$ cat config.mk
export PLATFORM = sky130hd
export DESIGN_NAME = gbt_link_reset_sequencer
export DESIGN_NICKNAME = d
export VERILOG_FILES = /design/src/rtl/gbt_link_reset_sequencer.sv
export SDC_FILE = /design/constraint.sdc
export NUM_CORES = 1
export LEC_CHECK = 0
export CAP_MARGIN = 25
export CORE_ASPECT_RATIO = 1.2
export CORE_MARGIN = 2
export CORE_UTILIZATION = 55
export DETAILED_ROUTE_END_ITERATION = 7
export GPL_ROUTABILITY_DRIVEN = 0
export PLACE_DENSITY = 0.87
export SKIP_CTS_REPAIR_TIMING = 1
export SLEW_MARGIN = 30
export SYNTH_ARGS = -nofsm -noshare
export SYNTH_HDL_FRONTEND = slang
export SYNTH_SLANG_ARGS = --single-unit
$ cat constraint.sdc
create_clock -name clk_ik -period 5.9 [get_ports clk_ik]
set_input_delay 1.18 -clock clk_ik [delete_from_list [all_inputs] [get_ports clk_ik]]
set_output_delay 1.18 -clock clk_ik [all_outputs]
set_load 0.03 [all_outputs]
$ cat src/rtl/gbt_link_reset_sequencer.sv
// GBT link bring-up sequencer: PLL reset, lock wait with retries, LOS filtering,
// staggered release of the three clock-domain resets, and loss-driven fallback.
module gbt_link_reset_sequencer #(
  parameter int PLL_RST_CYCLES    = 16,
  parameter int LOCK_TIMEOUT      = 4096,
  parameter int LOS_STABLE_CYCLES = 1024,
  parameter int STAGGER_CYCLES    = 8,
  parameter int MAX_RETRIES       = 7
) (
  input  logic       clk_ik,
  input  logic       rst_irn,
  input  logic       ext_pll_ready_i,
  input  logic       gbt_pll_locked_i,
  input  logic       los_i,
  input  logic       restart_i,
  output logic       gbt_pll_rst_o,
  output logic [2:0] domain_rst_o,
  output logic       link_ready_o,
  output logic       fault_o,
  output logic [2:0] state_o,
  output logic [2:0] retry_cnt_o,
  output logic [7:0] los_event_cnt_o
);

  localparam int M_A     = (PLL_RST_CYCLES > LOCK_TIMEOUT) ? PLL_RST_CYCLES : LOCK_TIMEOUT;
  localparam int M_B     = (LOS_STABLE_CYCLES > 2 * STAGGER_CYCLES) ? LOS_STABLE_CYCLES : 2 * STAGGER_CYCLES;
  localparam int CNT_MAX = (M_A > M_B) ? M_A : M_B;
  localparam int CNT_W   = $clog2(CNT_MAX + 1);

  typedef enum logic [2:0] {
    S_RESET     = 3'd0,
    S_WAIT_EXT  = 3'd1,
    S_PLL_RST   = 3'd2,
    S_WAIT_LOCK = 3'd3,
    S_WAIT_LOS  = 3'd4,
    S_RELEASE   = 3'd5,
    S_RUN       = 3'd6,
    S_FAULT     = 3'd7
  } state_t;

  state_t           r_state, w_state_next;
  logic [CNT_W-1:0] r_cnt, w_cnt_next, w_cnt_inc;
  logic             w_cnt_clr;
  logic [2:0]       r_retry, w_retry_next, w_retry_inc;
  logic [7:0]       r_los_evt, w_los_evt_next;
  logic [2:0]       r_sync_meta, r_sync;
  logic             w_ext, w_lock, w_los;
  logic             r_pll_rst, r_link_ready, r_fault;
  logic [2:0]       r_dom, w_dom_next;

  assign w_ext       = r_sync[0];
  assign w_lock      = r_sync[1];
  assign w_los       = r_sync[2];
  assign w_cnt_inc   = (r_cnt == CNT_W'(CNT_MAX)) ? r_cnt : r_cnt + 1'b1;
  assign w_retry_inc = r_retry + 3'd1;

  always_comb begin
    w_state_next = r_state;
    w_retry_next = r_retry;
    w_cnt_clr    = 1'b0;
    case (r_state)
      S_RESET: w_state_next = S_WAIT_EXT;
      S_FAULT: begin
        if (restart_i) begin
          w_state_next = S_WAIT_EXT;
          w_retry_next = 3'd0;
        end
      end
      default: begin
        // Loss conditions override the normal progression, ext-ready loss first.
        if (!w_ext) begin
          w_state_next = S_WAIT_EXT;
        end else if (!w_lock && (r_state inside {S_WAIT_LOS, S_RELEASE, S_RUN})) begin
          w_state_next = S_PLL_RST;
        end else if (w_los && (r_state inside {S_RELEASE, S_RUN})) begin
          w_state_next = S_WAIT_LOS;
        end else begin
          case (r_state)
            S_WAIT_EXT: w_state_next = S_PLL_RST;
            S_PLL_RST: begin
              if (r_cnt == CNT_W'(PLL_RST_CYCLES - 1)) w_state_next = S_WAIT_LOCK;
            end
            S_WAIT_LOCK: begin
              if (w_lock) begin
                w_state_next = S_WAIT_LOS;
              end else if (r_cnt == CNT_W'(LOCK_TIMEOUT - 1)) begin
                w_retry_next = w_retry_inc;
                w_state_next = (w_retry_inc == 3'(MAX_RETRIES)) ? S_FAULT : S_PLL_RST;
              end
            end
            S_WAIT_LOS: begin
              if (w_los) w_cnt_clr = 1'b1;
              else if (r_cnt == CNT_W'(LOS_STABLE_CYCLES - 1)) w_state_next = S_RELEASE;
            end
            S_RELEASE: begin
              if (r_cnt == CNT_W'(2 * STAGGER_CYCLES)) w_state_next = S_RUN;
            end
            default: ;
          endcase
        end
      end
    endcase
    if (w_state_next == S_RUN) w_retry_next = 3'd0;
  end

  always_comb begin
    w_cnt_next = w_cnt_inc;
    if (w_state_next != r_state || w_cnt_clr) w_cnt_next = '0;
    w_los_evt_next = r_los_evt;
    if (r_state == S_RUN && w_state_next != S_RUN && r_los_evt != 8'hFF)
      w_los_evt_next = r_los_evt + 8'd1;
    // Outputs are computed from the next state so the registered copies line up with state_o.
    case (w_state_next)
      S_RELEASE: w_dom_next = {w_cnt_next < CNT_W'(2 * STAGGER_CYCLES),
                               w_cnt_next < CNT_W'(STAGGER_CYCLES), 1'b0};
      S_RUN:     w_dom_next = 3'b000;
      default:   w_dom_next = 3'b111;
    endcase
  end

  always_ff @(posedge clk_ik or negedge rst_irn) begin
    if (!rst_irn) begin
      r_sync_meta  <= 3'b000;
      r_sync       <= 3'b000;
      r_state      <= S_RESET;
      r_cnt        <= '0;
      r_retry      <= 3'd0;
      r_los_evt    <= 8'd0;
      r_pll_rst    <= 1'b1;
      r_dom        <= 3'b111;
      r_link_ready <= 1'b0;
      r_fault      <= 1'b0;
    end else begin
      r_sync_meta  <= {los_i, gbt_pll_locked_i, ext_pll_ready_i};
      r_sync       <= r_sync_meta;
      r_state      <= w_state_next;
      r_cnt        <= w_cnt_next;
      r_retry      <= w_retry_next;
      r_los_evt    <= w_los_evt_next;
      r_pll_rst    <= (w_state_next == S_PLL_RST) || (w_state_next == S_FAULT);
      r_dom        <= w_dom_next;
      r_link_ready <= (w_state_next == S_RUN);
      r_fault      <= (w_state_next == S_FAULT);
    end
  end

  assign gbt_pll_rst_o   = r_pll_rst;
  assign domain_rst_o    = r_dom;
  assign link_ready_o    = r_link_ready;
  assign fault_o         = r_fault;
  assign state_o         = r_state;
  assign retry_cnt_o     = r_retry;
  assign los_event_cnt_o = r_los_evt;

endmodule

# Word level (Yosys, flattened, before mapping)
# Cells that the tools add are included.
[word_totals]
out_inout_bits = 20
register_bits = 39
inputBits = 6
wordCells = 86
[classes]
addsub = 3
reduce_logical = 15
eq_ne = 25
order_cmp = 2
n_mux = 31
[op_table]
columns = ["operator", "n"]
rows = [
  ["two-way mux 3 bit", 19],
  ["two-way mux 13 bit", 2],
  ["equality test 3 bit, second input constant", 8],
  ["case mux 3 bit (2 select lines)", 3],
  ["case mux 3 bit (5 select lines)", 1],
  ["adder 13 x 1 -> 13 bit, second input constant", 1],
  ["equality test 13 x 10 -> 1 bit, second input constant", 1],
  ["equality test 13 x 12 -> 1 bit, second input constant", 1],
  ["equality test 13 bit, second input constant", 1],
  ["equality test 13 x 4 -> 1 bit, second input constant", 1],
  ["equality test 13 x 5 -> 1 bit, second input constant", 1],
  ["less-than comparator 13 x 4 -> 1 bit, second input constant", 1],
  ["less-than comparator 13 x 5 -> 1 bit, second input constant", 1],
  ["nonzero test 3 bit", 4],
  ["equality test 3 x 2 -> 1 bit, second input constant", 3],
  ["!= test 3 x 1 -> 1 bit, second input constant", 3],
  ["adder 8 x 1 -> 8 bit, second input constant", 1],
  ["!= test 8 bit, second input constant", 1],
  ["AND reduction 8 bit", 1],
  ["two-way mux 1 bit", 6],
  ["!= test 3 bit, second input constant", 2],
  ["logical AND 1 bit", 4],
  ["adder 3 x 1 -> 3 bit, second input constant", 1],
  ["equality test 3 x 1 -> 1 bit, second input constant", 1],
  ["7 further kinds", 8],
]

# Logic depth before layout (Yosys ltp)
[logic_depth]
ltp_word = 15
depth_mapped = 10
depth_no_buf = 10

# Worst setup path after synthesis
# No wires, ideal clock.
[synth_timing]
path_type = "input-to-reg"
startpoint = "input restart_i"
endpoint = "register r_los_evt[1], in the netlist los_event_cnt_o[1]"
t_required_ns = 5.775
arrival_time_ns = 2.345
n_path_buf = 0
setup_slack_ns = 3.430
cell_stages = 7
setup_ns = 0.125
path_cell_list = "nand2_1 > o21ai_0 > nand4b_1 > o21ai_2 > nor4b_4 > nor2_2 > mux2_4"
[synth_between]
elab_chain_len = 5
[synth_rtl]
columns = ["item", "line_no", "source"]
rows = [
  ["start, declared", "15", "input logic restart_i,"],
  ["two-way mux 3 bit", "64", "if (restart_i) begin"],
  ["case mux 3 bit (2 select lines)", "61", "case (r_state)"],
  ["via w_state_next[2]", "41", "state_t r_state, w_state_next;"],
  ["!= test 3 bit", "110", "if (r_state == S_RUN && w_state_next != S_RUN && r_los_evt != 8'hFF)"],
  ["logical AND 1 bit (2 in series)", "110", ""],
  ["end signal, assigned", "139", "r_los_evt <= w_los_evt_next;"],
  ["end, declared", "45", "logic [7:0] r_los_evt, w_los_evt_next;"],
]
# The timed path passes the listed nets, and every way through them passes these cells.
# A chain may end at the register's enable or synchronous reset.

# Final worst setup path
# Ends and elaborated chain as after synthesis.

==> metrics.json <==
{
  "ys_dominant_reg_cell": "sky130_fd_sc_hd__dfrtp_1",
  "switching_share_pct": 36.76,
  "detail_route.wirelength_mm": 4.276,
  "timing_worst_setup_path_type": "input pin to register",
  "overflow": 0,
  "setup_viol_count_final": 0,
  "synth-warning-count": 0,
  "vias": 1704,
  "antenna_found_initial": 0,
  "combinationalPowerShare_pct": 35.2,
  "placement.io_buffers": 25,
  "initial_utilization_pct": 57.17,
  "post-route-util_pct": 65.59,
  "critical_path_arrival_ps": 3370,
  "design.portCount": 26,
  "power.static_leakage_nw": 1.009,
  "run_status": "finished clean",
  "final_nets": 259,
  "coreArea_sq_um": 3941,
  "area_growth_pct": 14.71,
  "power_density_nw_per_um2": 326.5,
  "clock_tree.buffer_depth": 2,
  "synth.cell_area_sq_um": 2253,
  "ranking_of_synthesized_cells_by_instance_count": "sky130_fd_sc_hd__dfrtp_1, sky130_fd_sc_hd__nor2_1, sky130_fd_sc_hd__nand2_1",
  "drtAntennaViolNets": 0,
  "worst_setup_hold_path_clk_slew_ps": 70,
  "final_hold_viol_count": 0,
  "final-max-slew-violation-count": 0,
  "relSlewSlack_pct": 50.95,
  "clock_tree.root_cell": "sky130_fd_sc_hd__clkbuf_8",
  "drtIter0Drc": 99,
  "detail_route.vias_per_cell": 5.624,
  "synth-edff-count": 0,
  "floorplan.die.width_microns": 62.43,
  "numCtsBuffers": 5,
  "yosys_register_bits": 39,
  "worst_clock_skew_ps": 10.03,
  "switching_component_of_the_power_uw": 310.3,
  "grt_first_pass_wirelength_mm": 7.376,
  "drt_drc_violations_left": 0,
  "cp_data_required_time_ps": 6080,
  "category_of_the_worst_setup_path_launch_point": "input pin",
  "min-delay-path-class": "register to register",
  "fmax_ghz": 0.3128,
  "totalNegativeSetupSlack_ps": 0,
  "synthDominantAreaCellType": "sky130_fd_sc_hd__dfrtp_1",
  "synth_most_common_cell": "sky130_fd_sc_hd__dfrtp_1",
  "critPathMaxFanout": 11,
  "total_power_uw": 844.0,
  "antenna_cells_inserted": 0,
  "syn_inst": 230,
  "hold-path-cell-count": 0,
  "post-dp-hpwl_mm": 3.126,
  "clock_tree_from_tritoncts": "done",
  "cts.sinks": 39,
  "detail_route.wl_per_cell_microns": 14.11,
  "critical_path.endpoint_type": "register",
  "avgSynthCellArea_sq_um": 9.797,
  "netlist_top_cells_area": "sky130_fd_sc_hd__dfrtp_1, sky130_fd_sc_hd__xor2_1, sky130_fd_sc_hd__dfstp_2",
  "clock_power_share_pct": 22.7,
  "reg_power_share_pct": 42.1,
  "share_of_final_layout_standard_cells_stronger_than_drive_strength_1_pct": 12.45,
  "tightestPinTransition_ps": 732.7,
  "clk_latency_ps": 290,
  "asyncSetResetFlopFracSynth_pct": 100.0,
  "total_iterations_of_the_first_detailed_routing_run": 4,
  "grt_start_max_net_pins": 40,
  "num-fill-cells": 330,
  "period_minus_slack_ps": 3197,
  "grt_pass1_vias": 1571,
  "distinct_cell_type_count_of_the_synthesized_netlist": 56,
  "core.rowCount": 25,
  "maxCapViolations": 0,
  "postSynthNetCount": 241,
  "die_area_sq_um": 4627,
  "fp.dieH_microns": 74.12,
  "netlist.area_leader.share_pct": 38.87,
  "timing.reg2reg.worst_path_depth": 8,
  "post-route-period-util_pct": 54.19,
  "grt_setup_unrepaired": "false",
  "cts_max_level": 2,
  "synth_seq_area_share_pct": 43.53,
  "peakVddDrop_mv": 0.2475,
  "power_report.internal_total_uw": 533.8,
  "grt.total_usage_pct": 20.55
}
-- through the flow --
step / cell area, sq um / hold slack, ps / instances / worst slack [ps]
after floorplan: 2253 / 331.2 / 230 / 3430
after global placement: 2482 / 335.9 / 295 / 2461
after detailed placement: 2482 / 338.7 / 295 / 2382
after CTS: 2582 / 353.8 / 303 / 2713
after global routing: 2585 / 355.4 / 303 / 2535
final: 2585 / 352.2 / 303 / 2703
-- per-layer routing --
layer	routed length, microns	global-route usage [%]	up-vias
li1	-	-	844
met1	1884	25.27	808
met2	2096	34.17	42
met3	177	5.144	10
met4	118	10.62	0
met5	0	0	-
-- worst max-delay path: stages --
cell                              delay [ps]
sky130_fd_sc_hd__clkdlybuf4s50_1         430
sky130_fd_sc_hd__nand2_1                 100
sky130_fd_sc_hd__o21ai_0                 140
sky130_fd_sc_hd__nand4b_1                220
sky130_fd_sc_hd__o21ai_2                 160
sky130_fd_sc_hd__nor4b_4                 670
sky130_fd_sc_hd__nor2_2                  140
sky130_fd_sc_hd__mux2_4                  320
-- power by group through the flow --
stage / registers [mW] / clock network [mW] / logic, mW
finish: 0.356 / 0.192 / 0.297
global route: 0.364 / 0.208 / 0.325
CTS: 0.356 / 0.197 / 0.300
detailed placement: 0.359 / 0 / 0.299
global placement: 0.358 / 0 / 0.288
floorplan: 0.394 / 0 / 0.165
-- cells by family after synthesis --
| kind of cell | share of synthesized area [%] |
|---|---|
| and+or+nand+nor | 28.26 |
| DFF | 43.53 |
| AOI/OAI and AO/OA | 10.66 |
| buffers and inverters | 5.052 |
| xor gates and xnor gates | 8.162 |
| adders and majority gates | 2.776 |
| muxes | 1.555 |
-- placed cells by master, fill, tap and decap left out, drive strengths merged, types with 5 or more instances in the layout --
master and instances:
a21oi 8, clkbuf 8, clkdlybuf4s50 24, dfrtp 35
ha 5, inv 8, nand2 18, nand3 11
nand4 8, nor2 26, nor2b 5, nor3 14
o21ai 8, xnor2 7, xor2 14
-- path summary, 6_finish.rpt --
| path | from | slack (ps) | end |
|---|---|---|---|
| worst max-delay path | restart_i | 2700 | los_event_cnt_o[1] |
| worst min-delay path | r_sync_meta[0] | 350 | r_sync[0] |
| worst max register to register | r_cnt[1] | 2960 | los_event_cnt_o[1] |
| worst min register to register | r_sync_meta[0] | 350 | r_sync[0] |
| max in group asynchronous | rst_irn | 4710 | domain_rst_o[1] |
| min in group asynchronous | rst_irn | 840 | r_cnt[0] |
-- cell type report --
class,count,area [sq um],area share (%)
Clock buffer,8,100.1,3.872
Inverter,8,30.03,1.162
Multi-Input combinational cell,169,1159,44.82
Sequential cell,39,980.9,37.95
Tap cell,54,67.56,2.614
Timing Repair Buffer,25,247.7,9.584
-- state kept, by name, summed over array words and instances, names as in the netlist --
register,count
link_ready_o,1
r_cnt,13
gbt_pll_rst_o,1
domain_rst_o,3
state_o,3
retry_cnt_o,3
los_event_cnt_o,8
r_sync,3
r_sync_meta,3
fault_o,1
Note: power is estimated with default switching activity, not from simulation.
==> edit 1: new RTL, same settings <==
The parameter `PLL_RST_CYCLES` goes from 16 to 32.
--- a/src/rtl/gbt_link_reset_sequencer.sv
+++ b/src/rtl/gbt_link_reset_sequencer.sv
@@ -3,3 +3,3 @@
 module gbt_link_reset_sequencer #(
-  parameter int PLL_RST_CYCLES    = 16,
+  parameter int PLL_RST_CYCLES    = 32,
   parameter int LOCK_TIMEOUT      = 4096,
Formal check against the unedited RTL: no difference found for any inputs over 10 cycles, from zero or initial values and one cycle with rst_irn low; that may be too few to reach the edited logic, so the function may still have changed.
==> edit 1 against the original RTL <==
  * Power increased by 46%
  * Setup slack got worse by 190 ps
  * Synthesized area increased by 2.1%
  * Sequential cell count unchanged
  * Clock skew decreased by 1.9 ps
  * Routed wire length increased by 17%
  * Cell area increased by 4.2%
  * Sequential share of layout area decreased by 1.5 points
  * Critical path type is now register to register
  * Critical endpoint is now domain_rst_o[1]
  * Largest cell class unchanged
==> edit 1: results (changes against the original RTL) <==
{| class="wikitable"
! Metric !! Value
|-
| Result of the run || completed (unchanged)
|-
| Reported leakage power || 1.09 nW (was 1.01 nW)
|-
| Global-route wire length before repair || 8290 um (was 7380 um)
|-
| Routed wire length || 4990 um (was 4280 um)
|-
| Total via count in the routed design || 1934 (was 1704)
|-
| Wire length on met2 || 2320 um (was 2100 um)
|-
| Register area share after synthesis || 42.7% (was 43.5%)
|-
| Area after DPL || 2570 um^2 (was 2480 um^2)
|-
| Top cells by area in the synthesized netlist || sky130_fd_sc_hd__dfrtp_1 (38%), sky130_fd_sc_hd__dfstp_2 (4.6%), sky130_fd_sc_hd__xor2_1 (4.6%) (was sky130_fd_sc_hd__dfrtp_1 (39%), sky130_fd_sc_hd__xor2_1 (5.4%), sky130_fd_sc_hd__dfstp_2 (4.7%))
|-
| Mapped Nets || 255 (was 241)
|-
| Origin of the critical flop-to-flop path || state_o[2] (was r_cnt[1])
|-
| Detailed Route Iter0 Violations || 95 (was 99)
|-
| Arrival time reported for the critical path endpoint || 3620 ps (was 3370 ps)
|-
| Routed metal-1 wirelength || 2190 um (was 1880 um)
|-
| Number of flip-flops in the largest register || 13 (unchanged)
|-
| Overall fraction of global-route tracks in use || 22.8% (was 20.5%)
|-
| Reg-to-reg slack, setup || 2510 ps (was 2960 ps)
|-
| Design Area, Final || 2690 um^2 (was 2580 um^2)
|-
| Reg2reg path depth || 7 (was 8)
|-
| Worst ir drop on vdd || 0.000352 V (was 0.000247 V)
|-
| Critical path's slowest cell || sky130_fd_sc_hd__or4b_1 (was sky130_fd_sc_hd__nor4b_4)
|-
| Cell count after placement || 313 (was 295)
|-
| Commonest cells in the synthesized netlist || sky130_fd_sc_hd__dfrtp_1 (35), sky130_fd_sc_hd__nor2_1 (26), sky130_fd_sc_hd__nand2_1 (14) (was sky130_fd_sc_hd__dfrtp_1 (35), sky130_fd_sc_hd__nor2_1 (25), sky130_fd_sc_hd__nand2_1 (18))
|-
| Ratio of cells with drive above 1 in the final layout || 8.61% (was 12.4%)
|-
| Half-perimeter wire length after placement || 3580 um (was 3130 um)
|-
| Clock latency on the worst-skew pair || 290 ps (about the same)
|-
| Worst slew margin || 41.2% (was 50.9%)
|-
| Fraction of the mapped netlist area in compound gates || 13.4% (was 10.7%)
|-
| Via count of the first global-routing pass || 1813 (was 1571)
|-
| Detailed route wirelength on metal3 || 312 um (was 177 um)
|-
| Clock transition time at the flip-flop clock pins of the worst setup and hold paths || 80 ps
|-
| Critical Path Max Stage Delay || 760 ps (was 670 ps)
|-
| Post-Synth Adder-Cell Area || 3.26% (was 2.78%)
|-
| Routed wirelength normalized by instance count || 15.5 um (was 14.1 um)
|-
| Top metal layer carrying routed signals || met4 (unchanged)
|-
| Fraction of synthesized cell area in xor and xnor cells || 7.24% (was 8.16%)
|-
| Maximum fanout along the worst path || 19 (was 11)
|-
| Synth cell types || 51 (was 56)
|-
| RR Endpoint || domain_rst_o[1] (was los_event_cnt_o[1])
|}
-- edit 1: cell types whose count changed after synthesis, sizes merged, moves of 3 or more --
| cell | unedited run | this run |
|---|---|---|
| nor3 | 14 | 8 |
| nand2 | 18 | 14 |
| and3 | 3 | 8 |
| or4 | 0 | 4 |
| buf | 8 | 4 |
| a21oi | 8 | 13 |
| o21ai | 8 | 4 |
| nand3b | 3 | 6 |
| nand2b | 0 | 7 |
-- edit 1: worst max path at each step --
stage | from | to | slack (ps) | cells after the start
after global routing | state_o[2] | domain_rst_o[1] | 2400 | 7
after detailed placement | state_o[2] | domain_rst_o[1] | 2560 | 7
after CTS | state_o[2] | domain_rst_o[1] | 2550 | 7
after floorplan | state_o[1] | los_event_cnt_o[1] | 2720 | 10
after global placement | state_o[2] | domain_rst_o[1] | 2610 | 7
final | state_o[2] | domain_rst_o[1] | 2510 | 7
-- edit 1: critical path, delay by kind of cell (launching register included) --
kind             cells  cell delay (ps)
AND/OR/NAND/NOR      5             1940
AO/OA/AOI/OAI        2              720
flip-flops           1              660
-- edit 1: cell type report --
cell class / instances / area, um^2
fillers: 333 / 1280
multi-input cells: 186 / 1240
flip-flops and latches: 39 / 981
repair buffers: 26 / 253
clock buffers: 6 / 82.6
well taps: 54 / 67.6
clock inverters: 2 / 38.8
inverters: 8 / 30.0
-- edit 1: cell families (layout without fill, tap and decap cells) --
logic type	after synthesis	after routing
XOR/XNOR	19	19
AO/OA/AOI/OAI	42	42
buffers and inverters	18	42
flip-flops	39	39
adder cells (fa/ha/maj)	6	6
multiplexers	5	5
AND/OR/NAND/NOR	114	114
-- edit 1: metrics by stage --
stage | hold WS [ps] | worst slack, ps | power [W]
2_1_floorplan | 331 | 2720 | 0.000828
3_3_place_gp | 334 | 2610 | 0.000988
3_5_place_dp | 339 | 2560 | 0.000999
4_1_cts | 358 | 2550 | 0.00124
5_1_grt | 362 | 2400 | 0.00132
6_report | 354 | 2510 | 0.00123
-- edit 1: metal layers --
layer	vias to the layer above	global-route usage [%]
met1	921	28.3
li1	917	-
met5	-	0
met2	78	38.3
met4	0	10.6
met3	18	5.23
-- edit 1: report_power, final --
| part | switching (W) | internal (W) |
|---|---|---|
| combinational | 0.000344 | 0.000242 |
| clock | 0.0000936 | 0.000139 |
| sequential | 0.0000915 | 0.000324 |
==> edit 2: new RTL, config.mk and constraints unchanged <==
Without the edit above. Reset style: synchronous (`rst_irn`), changed in one clocked block.
--- a/src/rtl/gbt_link_reset_sequencer.sv
+++ b/src/rtl/gbt_link_reset_sequencer.sv
@@ -120,3 +120,3 @@
 
-  always_ff @(posedge clk_ik or negedge rst_irn) begin
+  always_ff @(posedge clk_ik) begin
     if (!rst_irn) begin
Check against the original RTL: differs if rst_irn is asserted again (counterexample within 4 cycles, from zero or initial values and one cycle with rst_irn low); with rst_irn held inactive, the same outputs for 10 cycles.
==> edit 2 against the original RTL <==
  * Non-clock buffer count did not move
  * Synthesized cell count rose by 19%
  * Setup slack improved by 160 ps
  * Routed wire length rose by 11%
  * Cell area rose by 0.48%
  * Sequential cell count did not move
  * Synthesized area rose by 2.4%
  * Critical path type is now register to output port
  * Critical endpoint is now state_o[2]
Power is not compared: it rests on default switching activity, and its combinational part moved more than twofold at a synthesized area within 25%.
==> edit 2: results (changes against the original RTL) <==
{| class="wikitable"
! Metric !! Value
|-
| Result of the run || completed (unchanged)
|-
| Reg2reg path depth || 7 (was 8)
|-
| Routed wire length || 4750 um (was 4280 um)
|-
| Flip-flop cell with the highest count after synthesis || sky130_fd_sc_hd__dfxtp_1 (was sky130_fd_sc_hd__dfrtp_1)
|-
| Initial antenna violation count || 0 (unchanged)
|-
| First-pass detailed-route iteration total || 4 (unchanged)
|-
| Register area share after synthesis || 33.8% (was 43.5%)
|-
| Async set or reset register ratio after synthesis || 0% (was 100%)
|-
| Critical path's slowest cell || sky130_fd_sc_hd__clkdlybuf4s50_1 (was sky130_fd_sc_hd__nor4b_4)
|-
| Kind of cell adding the most delay to the critical path || buffers and inverters (was simple AND/OR/NAND/NOR gates)
|-
| Half-perimeter wire length after placement || 3430 um (was 3130 um)
|-
| Critical Path Max Stage Delay || 800 ps (was 670 ps)
|-
| Via count of the first global-routing pass || 1774 (was 1571)
|-
| Layout filler cell count || 345 (was 330)
|-
| Largest clock skew in the final design || 8.20 ps (was 10.0 ps)
|-
| Ratio of cells with drive above 1 in the final layout || 11.4% (was 12.4%)
|-
| Antenna diode count || 0 (unchanged)
|-
| Synth cell types || 60 (was 56)
|-
| Detailed Route Iter0 Violations || 131 (was 99)
|-
| Overall fraction of global-route tracks in use || 21.7% (was 20.5%)
|-
| Top cells by area in the synthesized netlist || sky130_fd_sc_hd__dfxtp_1 (34%), sky130_fd_sc_hd__nand2_1 (4.2%), sky130_fd_sc_hd__xor2_1 (3.8%) (was sky130_fd_sc_hd__dfrtp_1 (39%), sky130_fd_sc_hd__xor2_1 (5.4%), sky130_fd_sc_hd__dfstp_2 (4.7%))
|-
| Mapped Nets || 285 (was 241)
|-
| Tightest Pin Transition || 680 ps (was 733 ps)
|-
| Maximum fanout along the worst path || 22 (was 11)
|-
| Global-route wire length before repair || 7890 um (was 7380 um)
|-
| Commonest cells in the synthesized netlist || sky130_fd_sc_hd__dfxtp_1 (39), sky130_fd_sc_hd__nand2_1 (26), sky130_fd_sc_hd__nor2_1 (19) (was sky130_fd_sc_hd__dfrtp_1 (35), sky130_fd_sc_hd__nor2_1 (25), sky130_fd_sc_hd__nand2_1 (18))
|-
| Number of stages on the worst hold path || 1 (was 0)
|-
| Arrival time reported for the critical path endpoint || 1860 ps (was 3370 ps)
|-
| Least setup slack across all paths after layout || 2860 ps (was 2700 ps)
|-
| Total Nets Final || 300 (was 259)
|-
| Maximum number of pins on one net before global-route repair || 23 (was 40)
|-
| Reg-to-reg slack, setup || 3160 ps (was 2960 ps)
|-
| Worst slack after detailed placement || 2550 ps (was 2380 ps)
|}
edit 2: cell count changes in the layout (fill, tap and decap cells not counted), moves of 6 or more:
cell / change
sky130_fd_sc_hd__nand3_1: +7
sky130_fd_sc_hd__dfxtp_1: +39
sky130_fd_sc_hd__nor2_1: -6
sky130_fd_sc_hd__dfrtp_1: -35
sky130_fd_sc_hd__a21oi_1: +9
sky130_fd_sc_hd__and2_1: +8
sky130_fd_sc_hd__nand2_1: +8
sky130_fd_sc_hd__nor2_2: +9
edit 2: kinds of logic after synthesis:
family	after synthesis	synth area share, %
xor+xnor	19	7.21
fa+ha+maj	5	2.71
flops	39	33.8
buf+inv	27	6.56
mux	1	0.434
simple gates	132	33.1
compound gates	51	16.2
edit 2: per-stage QoR:
step	hold WS [ps]	instances	instance area (um^2)	utilization (%)
2_1_floorplan	412	274	2310	-
6_report	434	344	2600	65.4
3_3_place_gp	414	336	2510	63.2
4_1_cts	434	344	2600	65.4
3_5_place_dp	417	336	2510	63.2
5_1_grt	455	344	2600	65.4
edit 2: worst paths after layout:
kind | from | to
hold reg to reg | r_sync_meta[0] | r_sync[0]
setup reg to reg | state_o[2] | r_cnt[2]
hold / removal | r_sync_meta[0] | r_sync[0]
setup / recovery | state_o[2] | state_o[2]
edit 2: where the power goes:
part | internal [W] | switching [W]
sequential | 0.000266 | 0.00000449
combinational | 0.0000108 | 0.0000129
clock | 0.0000825 | 0.0000931
edit 2: layout make-up:
cell class	instances	area, um^2	area share, %
multi-input combinational	208	1380	53.0
sequential	39	781	30.1
timing repair buffer	25	250	9.63
clock buffer	6	72.6	2.79
tap	54	67.6	2.60
inverter	10	37.5	1.45
clock inverter	2	12.5	0.482
edit 2: layer usage:
| metal | vias to the layer above | part of all wire, % | global-route usage [%] |
|---|---|---|---|
| met5 | - | 0 | 0 |
| met4 | 0 | 3.6 | 14.3 |
| met3 | 15 | 3.8 | 5.08 |
| met2 | 46 | 49 | 36.1 |
| met1 | 907 | 43 | 25.3 |
| li1 | 1001 | - | - |
